[src/rtl/seg_pkg.sv]
// seg_pkg: shared constants and types for the 7-segment scan capture path.
//   Glyph codes (5-bit), active-low cathode patterns {g,f,e,d,c,b,a},
//   active-low one-hot anode patterns, and the registered bus sample type.
package seg_pkg;

  localparam int unsigned GLYPH_W    = 5;
  localparam int unsigned AN_W       = 4;
  localparam int unsigned SEG_W      = 7;
  localparam int unsigned NUM_DIGITS = 4;
  localparam int unsigned IDX_W      = 2;
  localparam int unsigned DWELL_W    = 8;

  // Glyph codes; decimal digits map to 5'h00..5'h09
  localparam logic [GLYPH_W-1:0] GLYPH_US  = 5'h10;
  localparam logic [GLYPH_W-1:0] GLYPH_A   = 5'h11;
  localparam logic [GLYPH_W-1:0] GLYPH_P   = 5'h12;
  localparam logic [GLYPH_W-1:0] GLYPH_BAD = 5'h1F;

  // Active-low cathode patterns, bit order {g,f,e,d,c,b,a}
  localparam logic [SEG_W-1:0] SEG_0   = 7'b1000000;
  localparam logic [SEG_W-1:0] SEG_1   = 7'b1111001;
  localparam logic [SEG_W-1:0] SEG_2   = 7'b0100100;
  localparam logic [SEG_W-1:0] SEG_3   = 7'b0110000;
  localparam logic [SEG_W-1:0] SEG_4   = 7'b0011001;
  localparam logic [SEG_W-1:0] SEG_5   = 7'b0010010;
  localparam logic [SEG_W-1:0] SEG_6   = 7'b0000010;
  localparam logic [SEG_W-1:0] SEG_7   = 7'b1111000;
  localparam logic [SEG_W-1:0] SEG_8   = 7'b0000000;
  localparam logic [SEG_W-1:0] SEG_9   = 7'b0010000;
  localparam logic [SEG_W-1:0] SEG_US  = 7'b1110111;
  localparam logic [SEG_W-1:0] SEG_A   = 7'b0001000;
  localparam logic [SEG_W-1:0] SEG_P   = 7'b0001100;
  localparam logic [SEG_W-1:0] SEG_OFF = 7'b1111111;

  // Active-low one-hot anode enables; digit 0 is the rightmost
  localparam logic [AN_W-1:0] AN_D0    = 4'b1110;
  localparam logic [AN_W-1:0] AN_D1    = 4'b1101;
  localparam logic [AN_W-1:0] AN_D2    = 4'b1011;
  localparam logic [AN_W-1:0] AN_D3    = 4'b0111;
  localparam logic [AN_W-1:0] AN_BLANK = 4'b1111;

  typedef struct packed {
    logic [AN_W-1:0]  an;
    logic [SEG_W-1:0] seg;
  } bus_sample_t;

  // Idle bus: all anodes off, all cathodes dark
  localparam bus_sample_t IDLE_SAMPLE = '{an: AN_BLANK, seg: SEG_OFF};

endpackage

[src/rtl/seg_glyph_decode.sv]
// seg_glyph_decode: combinational cathode pattern -> glyph code lookup.
//   seg_i   : active-low cathodes {g,f,e,d,c,b,a}
//   glyph_o : 5-bit glyph code, GLYPH_BAD for any undefined pattern
module seg_glyph_decode
  import seg_pkg::*;
(
  input  logic [SEG_W-1:0]   seg_i,
  output logic [GLYPH_W-1:0] glyph_o
);

  always_comb begin
    glyph_o = GLYPH_BAD;
    case (seg_i)
      SEG_0:   glyph_o = 5'h00;
      SEG_1:   glyph_o = 5'h01;
      SEG_2:   glyph_o = 5'h02;
      SEG_3:   glyph_o = 5'h03;
      SEG_4:   glyph_o = 5'h04;
      SEG_5:   glyph_o = 5'h05;
      SEG_6:   glyph_o = 5'h06;
      SEG_7:   glyph_o = 5'h07;
      SEG_8:   glyph_o = 5'h08;
      SEG_9:   glyph_o = 5'h09;
      SEG_US:  glyph_o = GLYPH_US;
      SEG_A:   glyph_o = GLYPH_A;
      SEG_P:   glyph_o = GLYPH_P;
      default: glyph_o = GLYPH_BAD;
    endcase
  end

endmodule

[src/rtl/seg_scan_capture.sv]
// seg_scan_capture: samples a multiplexed 4-digit anode/cathode bus, decodes
// each settled digit to a glyph code and reassembles full 0..3 scans.
//   CLK, rst_n   : clock, asynchronous active-low reset
//   an, seg      : active-low anode one-hot and cathodes {g,f,e,d,c,b,a}
//   clr_err      : synchronous clear of sticky glyph_err
//   digits       : {d3,d2,d1,d0} glyph codes, updated with frame_valid
//   frame_valid  : one-cycle pulse per completed in-order scan
//   scan_err     : one-cycle pulse on out-of-order or illegal anode pattern
//   glyph_err    : sticky, an undefined cathode pattern was captured
//   scan_stalled : level, no legal capture for TIMEOUT_CYCLES clocks
// Optional feature macro: SCAN_TIMEOUT_EN (stall timeout; else scan_stalled = 0).
module seg_scan_capture
  import seg_pkg::*;
#(
  parameter int unsigned SETTLE_CYCLES  = 1
`ifdef SCAN_TIMEOUT_EN
  ,
  parameter int unsigned TIMEOUT_CYCLES = 65535
`endif
) (
  input  logic                          CLK,
  input  logic                          rst_n,
  input  logic [AN_W-1:0]               an,
  input  logic [SEG_W-1:0]              seg,
  input  logic                          clr_err,
  output logic [NUM_DIGITS*GLYPH_W-1:0] digits,
  output logic                          frame_valid,
  output logic                          scan_err,
  output logic                          glyph_err,
  output logic                          scan_stalled
);

  localparam logic [DWELL_W-1:0] SETTLE = DWELL_W'(SETTLE_CYCLES);

  bus_sample_t                              samp_q, prev_q;
  logic [DWELL_W-1:0]                       dwell_q, dwell_d;
  logic                                     captured_q, captured_d, captured_hold;
  logic                                     capture;
  logic [IDX_W-1:0]                         next_idx_q, next_idx_d;
  logic [NUM_DIGITS-1:0][GLYPH_W-1:0]       shadow_q, shadow_d;
  logic [NUM_DIGITS*GLYPH_W-1:0]            digits_q, digits_d;
  logic                                     frame_valid_q, frame_valid_d;
  logic                                     scan_err_q, scan_err_d;
  logic                                     glyph_err_q, glyph_err_d;
  logic [GLYPH_W-1:0]                       glyph;
  logic                                     an_legal, an_blank;
  logic [IDX_W-1:0]                         an_idx;

  seg_glyph_decode u_decode (
    .seg_i   (samp_q.seg),
    .glyph_o (glyph)
  );

  // Dwell tracking: the count covers the current sample; one capture per dwell
  always_comb begin
    dwell_d       = DWELL_W'(1);
    captured_hold = 1'b0;
    if (samp_q == prev_q) begin
      dwell_d       = (dwell_q >= SETTLE) ? SETTLE : dwell_q + DWELL_W'(1);
      captured_hold = captured_q;
    end
    capture    = (dwell_d == SETTLE) && !captured_hold;
    captured_d = captured_hold | capture;
  end

  // Anode classification
  always_comb begin
    an_legal = 1'b0;
    an_blank = 1'b0;
    an_idx   = '0;
    case (samp_q.an)
      AN_D0:    begin an_legal = 1'b1; an_idx = 2'd0; end
      AN_D1:    begin an_legal = 1'b1; an_idx = 2'd1; end
      AN_D2:    begin an_legal = 1'b1; an_idx = 2'd2; end
      AN_D3:    begin an_legal = 1'b1; an_idx = 2'd3; end
      AN_BLANK: an_blank = 1'b1;
      default:  ;
    endcase
  end

`ifdef SCAN_TIMEOUT_EN
  localparam int unsigned     TO_W     = $clog2(TIMEOUT_CYCLES + 1);
  localparam logic [TO_W-1:0] TO_LIMIT = TO_W'(TIMEOUT_CYCLES);

  logic [TO_W-1:0] to_cnt_q, to_cnt_d;
  logic            stalled_q, stalled_d;
`endif

  // Sequencer next-state: shadow fill, publish on in-order digit 3
  always_comb begin
    next_idx_d    = next_idx_q;
    shadow_d      = shadow_q;
    digits_d      = digits_q;
    frame_valid_d = 1'b0;
    scan_err_d    = 1'b0;
    glyph_err_d   = glyph_err_q & ~clr_err;
    if (capture && !an_blank) begin
      if (!an_legal) begin
        scan_err_d = 1'b1;
        next_idx_d = '0;
      end else begin
        if (glyph == GLYPH_BAD) glyph_err_d = 1'b1;
        if (an_idx == next_idx_q) begin
          shadow_d[an_idx] = glyph;
          next_idx_d       = an_idx + IDX_W'(1);
          if (an_idx == IDX_W'(3)) begin
            digits_d      = {glyph, shadow_q[2], shadow_q[1], shadow_q[0]};
            frame_valid_d = 1'b1;
          end
        end else if (an_idx == '0) begin
          // Digit 0 out of turn starts a fresh scan
          scan_err_d  = 1'b1;
          shadow_d[0] = glyph;
          next_idx_d  = IDX_W'(1);
        end else begin
          scan_err_d = 1'b1;
          next_idx_d = '0;
        end
      end
    end
`ifdef SCAN_TIMEOUT_EN
    to_cnt_d  = to_cnt_q;
    stalled_d = stalled_q;
    if (capture && an_legal) begin
      to_cnt_d  = '0;
      stalled_d = 1'b0;
    end else begin
      if (to_cnt_q != TO_LIMIT) to_cnt_d = to_cnt_q + TO_W'(1);
      if (to_cnt_d == TO_LIMIT) begin
        stalled_d  = 1'b1;
        next_idx_d = '0;
      end
    end
`endif
  end

  // State and output registers
  always_ff @(posedge CLK or negedge rst_n) begin
    if (!rst_n) begin
      samp_q        <= IDLE_SAMPLE;
      prev_q        <= IDLE_SAMPLE;
      dwell_q       <= '0;
      captured_q    <= 1'b0;
      next_idx_q    <= '0;
      shadow_q      <= '0;
      digits_q      <= '0;
      frame_valid_q <= 1'b0;
      scan_err_q    <= 1'b0;
      glyph_err_q   <= 1'b0;
    end else begin
      samp_q        <= '{an: an, seg: seg};
      prev_q        <= samp_q;
      dwell_q       <= dwell_d;
      captured_q    <= captured_d;
      next_idx_q    <= next_idx_d;
      shadow_q      <= shadow_d;
      digits_q      <= digits_d;
      frame_valid_q <= frame_valid_d;
      scan_err_q    <= scan_err_d;
      glyph_err_q   <= glyph_err_d;
    end
  end

`ifdef SCAN_TIMEOUT_EN
  always_ff @(posedge CLK or negedge rst_n) begin
    if (!rst_n) begin
      to_cnt_q  <= '0;
      stalled_q <= 1'b0;
    end else begin
      to_cnt_q  <= to_cnt_d;
      stalled_q <= stalled_d;
    end
  end

  assign scan_stalled = stalled_q;
`else
  assign scan_stalled = 1'b0;
`endif

  assign digits      = digits_q;
  assign frame_valid = frame_valid_q;
  assign scan_err    = scan_err_q;
  assign glyph_err   = glyph_err_q;

endmodule

[config.mk]
export PLATFORM = sky130hd
export DESIGN_NAME = seg_scan_capture
export DESIGN_NICKNAME = d
export VERILOG_FILES = /design/src/rtl/seg_pkg.sv /design/src/rtl/seg_glyph_decode.sv /design/src/rtl/seg_scan_capture.sv
export SDC_FILE = /design/constraint.sdc
export NUM_CORES = 1
export LEC_CHECK = 0
export ABC_AREA = 1
export CAP_MARGIN = 20
export CORE_MARGIN = 2
export CORE_UTILIZATION = 55
export DETAILED_ROUTE_END_ITERATION = 16
export GPL_ROUTABILITY_DRIVEN = 0
export PLACE_DENSITY_LB_ADDON = 0.15
export SETUP_SLACK_MARGIN = 0.15
export SYNTH_ARGS = -nofsm -noshare
export SYNTH_HDL_FRONTEND = slang
export SYNTH_SLANG_ARGS = --single-unit
[constraint.sdc]
create_clock -name CLK -period 3.2 [get_ports CLK]
set_input_delay 0.8 -clock CLK [delete_from_list [all_inputs] [get_ports CLK]]
set_output_delay 0.8 -clock CLK [all_outputs]
set_load 0.01 [all_outputs]
======== After elaboration in Yosys (flattened, before gate mapping) ========
Cells that the tools add are included.
word-level totals
  bits of input ports ..................... 14
  word-level logic and storage cells ...... 82
  output and inout bits ................... 24
  register bits after elaboration ......... 76
operators by class
  reductions and logical operators ........ 12
  eq/ne operators ......................... 22
  add/subtract/negate cells ............... 2
  order comparisons ....................... 3
  bitwise logic cells ..................... 3
  multiplexer cells ....................... 25
operators by type and width
  cell                                                  number
  case mux 5 bit (13 select lines)                      1
  equality test 7 bit (second input constant)           4
  equality test 7 x 5 -> 1 bit (second input constant)  3
  bitwise mux 20 bit                                    1
  equality test 4 bit (second input constant)           4
  two-way mux 8 bit                                     2
  two-way mux 5 bit                                     3
  equality test 7 x 4 -> 1 bit (second input constant)  2
  equality test 7 x 6 -> 1 bit (second input constant)  2
  two-way mux 1 bit                                     14
  equality test 11 bit                                  1
  demux 5 bit (select 2 bit)                            1
  adder 8 x 1 -> 8 bit (second input constant)          1
  equality test 8 x 1 -> 1 bit (second input constant)  1
  >= comparator 8 x 1 -> 1 bit (second input constant)  1
  equality test 7 x 2 -> 1 bit (second input constant)  1
  logical NOT 7 bit                                     1
  case mux 2 bit (3 select lines)                       1
  AND reduction 3 bit                                   2
  equality test 5 bit (second input constant)           1
  equality test 4 x 3 -> 1 bit (second input constant)  1
  two-way mux 2 bit                                     2
  AND reduction 4 bit                                   1
  OR reduction 4 bit                                    1
  12 further kinds                                      15

======== Longest topological paths before layout ========
Gate-level depths: netlist of run 1.
  depth in word-level cells ............... 8
  gate-level depth with buffers ........... 13

======== Hierarchy ========
A second synthesis of run 1 with hierarchy kept.
unflattened totals
  cells, all modules ...................... 375
  area total of the unflattened synthesis .. 3246.9 µm²
modules (own cells, without submodules)
  module            cells each  area each (µm²)  sequential area each (µm²)  instances
  seg_scan_capture  309         2966.6           1804.2                      1
  seg_glyph_decode  66          280.3            0.0                         1

======== Least setup slack after synthesis of run 1 ========
No wires, ideal clock.
  path kind ............................... register to register
  start ................................... reg samp_q[7] in the netlist's numbering
  end ..................................... reg digits_q[0], in the netlist digits[0]
  stages on the path, launching flop included .. 12
  buffers on the path ..................... 1
  data arrival time ....................... 1.632 ns
  setup time .............................. 0.117 ns
  setup slack ............................. 1.451 ns
  period minus slack after synthesis ...... 1.749 ns
  cell sequence ........................... dfstp_2 -> nand2_1 -> inv_2 -> nand3_1 -> nand2_1 -> xnor2_1 -> nand2_1 -> nor3b_2 -> nand2_1 -> buf_4 -> nand2_1 -> nand2_1
on the way
  cells in the longest elaborated chain, start to end .. 6
  elaborated cells on any way between the ends .. 20
  classes of those cells .................. 9 x eq/ne; 5 x mux; 6 x reduce/logical
ends and longest elaborated chain
  what                                                               line                     text
  start: declaration                                                 seg_scan_capture.sv:35   bus_sample_t samp_q, prev_q;
  start signal: assignment                                           seg_scan_capture.sv:151  samp_q <= '{an: an, seg: seg};
  equality test 11 bit                                               seg_scan_capture.sv:58   if (samp_q == prev_q) begin
  two-way mux 8 bit or two-way mux 1 bit (tied branches)             seg_scan_capture.sv:58
  equality test 8 x 1 -> 1 bit or logical NOT 1 bit (tied branches)  seg_scan_capture.sv:62   capture = (dwell_d == SETTLE) && !captured_hold;
  logical AND 1 bit                                                  seg_scan_capture.sv:62
  logical AND 1 bit                                                  seg_scan_capture.sv:97   if (capture && !an_blank) begin
  AND reduction 4 bit (no source line) (*)                           n/a
  end signal: assignment                                             seg_scan_capture.sv:157  digits_q <= digits_d;
  end: declaration                                                   seg_scan_capture.sv:41   logic [NUM_DIGITS*GLYPH_W-1:0] digits_q, digits_d;
Every way passes the cells marked *; elsewhere a longest branch is shown, timed or not.
A chain may end at the register's enable or synchronous reset.

======== Worst setup path in the final report of run 1 ========
  start ................................... reg samp_q[7] in the netlist's numbering
  end ..................................... reg digits_q[4], in the netlist digits[4]
The elaborated chain is that of the path after synthesis.

==> flow_summary.json, run 1 <==
{
  "critical_path_class": "flip-flop to flip-flop",
  "wl_per_cell_um": 12.60,
  "synth_compound_area_frac": 0.01248,
  "crit_chain": "nand2_1, inv_2, nand3_1, nand2_1, xnor2_1, nand2_1, nor3b_2, buf_4, nand2_1, nand2_1, nand2_1",
  "required_ns": 3.44,
  "grtUsageMet3": 0.04045,
  "ant_nets": 0,
  "min_from": "samp_q[0]$_DFF_PN1_",
  "crit_path_top_delay_cell": "dfstp_2",
  "cts_setup_buffers": 0,
  "cpPeakStageDelay_ns": 0.58,
  "antenna_found_initial": 0,
  "fin_crit_sh": 0.7754,
  "viasPerCell": 5.109,
  "vdd_drop_max_uv": 389.7,
  "h-tree-depth": 3,
  "root_buffer": "clkbuf_8",
  "fillers": 438,
  "worst-path-buf-inv": 2,
  "nets": 429,
  "synth_adder_area_share": 0.02730,
  "netlist_area_um2": 3208,
  "drive_gt1_frac": 0.1429,
  "internal-power_mw": 1.579,
  "area_delta_synth_final_pct": 20.09,
  "clock_latency_ns": 0.35,
  "drc": 0,
  "tightest_slew_ns": 0.7185,
  "finalSetupViolations": 0,
  "p_clk_frac": 0.354,
  "synth.distinct_cells": 24,
  "p_sw_frac": 0.2602,
  "vias": 2478,
  "crit_top_cell": "nand2_1",
  "grt_use_met2": 0.3533,
  "r2r_cells": 11,
  "crit_path_start": "samp_q[7]$_DFF_PN1_",
  "cts_sinks": 71,
  "grtUsageTotal": 0.2163,
  "synth_simple_gate_area_share": 0.3147,
  "seqPwrFrac": 0.515,
  "grt_max_degree": 40,
  "finalHoldViolCount": 0,
  "critical_path_arrival_ns": 2.72,
  "total_power_mw": 2.134,
  "clk_pin_slew_ns": 0.07,
  "synth_seq_area_share": 0.5624,
  "synthXorXnorAreaFrac": 0.02184,
  "die_w_um": 80.38,
  "rr_startpoint": "samp_q[7]$_DFF_PN1_",
  "cp-end-kind": "flip-flop",
  "core_region_area_um2": 5574,
  "synthCells": 362,
  "ys_ff_latch": 71,
  "wirelength_um": 6110,
  "dieArea_um2": 6460,
  "die-height_um": 80.38,
  "start_util": 0.5755,
  "rows": 27,
  "max_freq_ghz": 0.4030,
  "maxCapViolations": 0,
  "ioPinCount": 38,
  "port_buffers": 36,
  "clk_path_buf_depth": 2,
  "worstHoldPathCells": 0,
  "drt_iter0_drc": 182,
  "synth_area_per_cell_um2": 8.862,
  "critPathMaxFanout": 21,
  "cts_tree": "done",
  "grt.busiest_layer": "met2",
  "rsz0062_at_grt": "false",
  "cp_num_cells": 11,
  "grt_pass1_vias": 2419,
  "dp_hpwl_um": 4240,
  "synth_largest_area_cell": "dfrtp_1",
  "critPathLaunchType": "flip-flop",
  "holdBufCountCts": 0,
  "ctsResizeCount": 0,
  "synth_top_family_by_area": "simple AND/OR/NAND/NOR gates",
  "netSwitchingPower_mw": 0.5552,
  "grt_use_met1": 0.2747,
  "clock_skew_ns": 0.008430,
  "synth_top_area_share": 0.3822,
  "fin_crit_ns": 2.481,
  "synth_warnings": 0,
  "slew_violations": 0,
  "synth_area_leaders": "dfrtp_1 (38%), dfstp_2 (18%), nand2_1 (15%)",
  "firstDrtPassIters": 4,
  "fin_setup_tns_ns": 0,
  "grt_pass1_wl_um": 10650,
  "antenna_cells": 0,
  "status": "completed",
  "cts_buffers": 9,
  "min_path_type": "flip-flop to flip-flop",
  "leakagePower_nw": 1.940,
  "combPwrFrac": 0.131,
  "grt_overflow": 0,
  "cp_top_family": "simple AND/OR/NAND/NOR gates",
  "yosys-mux-area-fraction": 0,
  "whs_ns": 0.3918,
  "max-slew-margin-rel": 0.5210,
  "p_per_area_nw_per_um2": 553.9
}
==> worst register-to-register path, stage by stage, from the launching register on <==
cell,delay (ns)
dfstp_2,0.58
nand2_1,0.08
inv_2,0.09
nand3_1,0.07
nand2_1,0.15
xnor2_1,0.14
nand2_1,0.13
nor3b_2,0.17
buf_4,0.27
nand2_1,0.45
nand2_1,0.19
nand2_1,0.06
==> flip-flops by register name, summed over array words and instances, names as in the netlist <==
| register | cells |
|---|---|
| digits | 20 |
| shadow_q | 15 |
| prev_q | 11 |
| samp_q | 11 |
| dwell_q | 8 |
| next_idx_q | 2 |
| captured_q | 1 |
| frame_valid | 1 |
| glyph_err | 1 |
| scan_err | 1 |
==> logic make-up after synthesis <==
kind of cell / count (synthesis)
AND/OR/NAND/NOR: 226
buffers and inverters: 41
other: 1
flip-flops: 71
adder cells (fa/ha/maj): 7
XOR/XNOR: 8
AO/OA/AOI/OAI: 8
==> layout by cell type, fill, tap and decap left out <==
cell type	n
nand2_1	127
dfrtp_1	49
clkdlybuf4s50_1	35
nand3_1	32
nor2_1	29
inv_1	26
nand4_1	24
dfstp_2	22
clkbuf_8	12
xnor2_1	7
ha_1	7
conb_1	6
inv_2	5
nand3_2	5
o21ai_0	5
nor3_1	3
inv_4	3
buf_4	3
nor2_2	2
nand2_2	2
a21oi_1	2
nor2_4	1
o21ai_1	1
xor2_1	1
nor3b_2	1
bufinv_16	1
buf_2	1
buf_12	1
==> final cells by class <==
type | instances | area [um^2] | share of cell area
Timing Repair Buffer | 40 | 397.9 | 0.1033
Sequential cell | 71 | 1804 | 0.4683
Tap cell | 72 | 90.09 | 0.02338
Multi-Input combinational cell | 255 | 1230 | 0.3193
Clock buffer | 12 | 165.2 | 0.04287
Inverter | 31 | 116.4 | 0.03020
Clock inverter | 4 | 48.80 | 0.01267
==> stage by stage <==
| stage | utilization | instance area [um^2] | instances | setup slack [ns] |
|---|---|---|---|---|
| CTS | 0.6911 | 3852 | 485 | 0.6908 |
| global placement | 0.6528 | 3638 | 469 | 0.8025 |
| global route | 0.6911 | 3852 | 485 | 0.3929 |
| floorplan | - | 3227 | 367 | 1.451 |
| finish | 0.6911 | 3852 | 485 | 0.7188 |
| detailed placement | 0.6528 | 3638 | 469 | 0.7102 |
==> synth_stat cells (all sizes together) <==
cell type,count
dfstp,22
ha,7
inv,31
nand2,129
xnor2,7
buf,10
conb,1
nor3,3
xor2,1
a21oi,2
nand4,24
nor2,32
nand3,37
o21ai,6
nor3b,1
dfrtp,49
==> power groups by stage <==
| stage | registers (mW) | logic [mW] | clock network [mW] |
|---|---|---|---|
| floorplan | 1.11 | 0.146 | 0 |
| global placement | 1.11 | 0.272 | 0 |
| detailed placement | 1.11 | 0.282 | 0 |
| CTS | 1.10 | 0.285 | 0.767 |
| global route | 1.11 | 0.322 | 0.810 |
| finish | 1.10 | 0.281 | 0.755 |
==> per-layer routing <==
metal | part of all wire | vias to the layer above | wire length [um]
li1 | - | 1241 | -
met1 | 0.45 | 1156 | 2724
met2 | 0.49 | 67 | 2977
met3 | 0.041 | 14 | 249
met4 | 0.026 | 0 | 157
met5 | 0 | - | 0
==> final timing paths <==
path | slack (ns) | end
worst min register to register | 0.39 | prev_q[0]$_DFF_PN1_
worst min-delay path | 0.39 | prev_q[0]$_DFF_PN1_
worst max-delay path | 0.72 | digits[4]$_DFFE_PN0P_
worst max register to register | 0.72 | digits[4]$_DFFE_PN0P_
min in group asynchronous | 0.50 | dwell_q[6]$_DFF_PN0_
max in group asynchronous | 1.98 | prev_q[5]$_DFF_PN1_
Note: power is estimated with default switching activity, not from simulation.
==> run 2: changes to the inputs <==
Clock period 3.2 ns to 2.5 ns, I/O delays scaled along.
==> run 2 against run 1 <==
Die area is the same. Clock power grew 4.2%. Combinational power grew 29%. Flip-flop and latch count is the same. Routed wire length grew 2.2%. Sequential share of layout area grew 0.31 points. Clock-buffer cell count is the same. Critical path depth grew 2. Register-to-register slack lost 0.34 ns. Cell count grew 0.41%. Maximum frequency grew 17%. Highest routed layer unchanged.
==> flow_summary.json, run 2 (same netlist as run 1, synthesis figures left out) <==
{
  "drc": 0,
  "netSwitchingPower_mw": 0.6991,
  "antenna_found_initial": 0,
  "combPwrFrac": 0.142,
  "internal-power_mw": 1.860,
  "clock_latency_ns": 0.34,
  "die-height_um": 80.38,
  "crit_path_top_delay_cell": "dfrtp_1",
  "rsz0062_at_grt": "false",
  "cp-end-kind": "flip-flop",
  "grt_pass1_vias": 2501,
  "start_util": 0.5755,
  "cts_buffers": 9,
  "area_delta_synth_final_pct": 19.31,
  "required_ns": 2.74,
  "ant_nets": 0,
  "fillers": 465,
  "holdBufCountCts": 0,
  "setup_ws_ns": 0.3771,
  "crit_top_cell": "nand2_1",
  "drive_gt1_frac": 0.1446,
  "status": "completed",
  "crit_chain": "inv_1, ha_1, inv_1, nor2_1, nand4_1, nor2_1, nand3_1, nand3_1, nor2_4, nand2_1, buf_4, nand2_1, nand2_1",
  "fin_crit_sh": 0.8492,
  "p_per_area_nw_per_um2": 668.7,
  "critical_path_arrival_ns": 2.36,
  "fin_cells": 487,
  "max-slew-margin-rel": 0.6252,
  "max_freq_ghz": 0.4711,
  "vias": 2538,
  "cts_setup_buffers": 0,
  "worst-path-buf-inv": 3,
  "antenna_cells": 0,
  "viasPerCell": 5.211,
  "clk_pin_slew_ns": 0.07,
  "total_power_mw": 2.559,
  "wirelength_um": 6243,
  "clk_path_buf_depth": 2,
  "finalSetupViolations": 0,
  "core_region_area_um2": 5574,
  "die_w_um": 80.38,
  "p_sw_frac": 0.2732,
  "port_buffers": 36,
  "vdd_drop_max_uv": 456.8,
  "ioPinCount": 38,
  "finalHoldViolCount": 0,
  "min_path_type": "input pin to async pin",
  "dp_hpwl_um": 4212,
  "leakagePower_nw": 1.920,
  "rows": 27,
  "dieArea_um2": 6460,
  "tightest_slew_ns": 0.5616,
  "cpPeakStageDelay_ns": 0.41,
  "critical_path_class": "flip-flop to flip-flop",
  "final_cell_mix": "nand2_1 (127), dfrtp_1 (49), clkdlybuf4s50_1 (35)",
  "critPathLaunchType": "flip-flop",
  "cts_sinks": 71,
  "dpl_worst_slack_ns": -0.003041,
  "cts_tree": "done",
  "slew_violations": 0,
  "critPathMaxFanout": 21,
  "maxCapViolations": 0,
  "p_clk_frac": 0.307,
  "nets": 431,
  "drt_iter0_drc": 157,
  "grt_pass1_wl_um": 10780,
  "firstDrtPassIters": 4,
  "clock_skew_ns": 0.009353,
  "fin_crit_ns": 2.123,
  "seqPwrFrac": 0.551,
  "wl_per_cell_um": 12.82,
  "fin_setup_tns_ns": 0,
  "grt_max_degree": 72,
  "final_common_cell": "nand2_1",
  "post-place-cells": 470,
  "h-tree-depth": 3,
  "cp_top_family": "simple AND/OR/NAND/NOR gates",
  "grtUsageTotal": 0.2207,
  "grt_overflow": 0,
  "root_buffer": "clkbuf_8",
  "whs_ns": 0.2806,
  "largest_reg_flops": 20
}
run 2: metrics by stage:
stage	util	area, um^2
6_report	0.6866	3827
5_1_grt	0.6866	3827
4_1_cts	0.6851	3819
3_5_place_dp	0.6541	3646
3_3_place_gp	0.6541	3646
2_1_floorplan	-	3227
run 2: power by group through the flow:
stage | combinational (mW) | clock [mW] | sequential [mW]
6_report | 0.362 | 0.787 | 1.41
5_1_grt | 0.417 | 0.854 | 1.43
4_1_cts | 0.362 | 0.804 | 1.41
3_5_place_dp | 0.359 | 0 | 1.43
3_3_place_gp | 0.349 | 0 | 1.42
2_1_floorplan | 0.187 | 0 | 1.43
run 2: path summary, 6_finish.rpt:
path	endpoint	slack, ns	depth (start not counted)	startpoint
setup / recovery	digits[19]$_DFFE_PN0P_	0.38	13	dwell_q[0]$_DFF_PN0_
hold / removal	dwell_q[2]$_DFF_PN0_	0.28	2	rst_n
setup reg to reg	digits[19]$_DFFE_PN0P_	0.38	13	dwell_q[0]$_DFF_PN0_
hold reg to reg	prev_q[8]$_DFF_PN1_	0.39	0	samp_q[8]$_DFF_PN1_
max in group asynchronous	prev_q[5]$_DFF_PN1_	1.87	2	rst_n
min in group CLK	prev_q[8]$_DFF_PN1_	0.39	0	samp_q[8]$_DFF_PN1_
run 2: area by class of cell:
| class | count | area (um^2) | area share |
|---|---|---|---|
| repair buffers | 41 | 405.4 | 0.1059 |
| flip-flops and latches | 71 | 1804 | 0.4714 |
| well taps | 72 | 90.09 | 0.02354 |
| clock buffers | 12 | 145.1 | 0.03792 |
| multi-input cells | 256 | 1244 | 0.3249 |
| inverters | 31 | 116.4 | 0.03040 |
| clock inverters | 4 | 22.52 | 0.005884 |
run 2: routing by layer:
metal / part of all wire / vias up / GRT usage
met5: 0 / - / 0
met2: 0.48 / 60 / 0.3508
li1: - / 1252 / -
met4: 0.028 / 0 / 0.1186
met3: 0.042 / 18 / 0.04607
met1: 0.45 / 1208 / 0.2839
run 2: worst reg2reg max path: stages (launching register included):
cell	delay (ns)
dfrtp_1	0.41
inv_1	0.10
ha_1	0.20
inv_1	0.05
nor2_1	0.05
nand4_1	0.12
nor2_1	0.06
nand3_1	0.09
nand3_1	0.18
nor2_4	0.32
nand2_1	0.09
buf_4	0.21
nand2_1	0.08
nand2_1	0.05
run 2: timing repair:
| item | in CTS | in global routing |
|---|---|---|
| pin swaps | 0 | 1 |
| gates cloned | 0 | 1 |
| setup endpoints to repair | 31 | 35 |
| resized for setup | 1 | 1 |
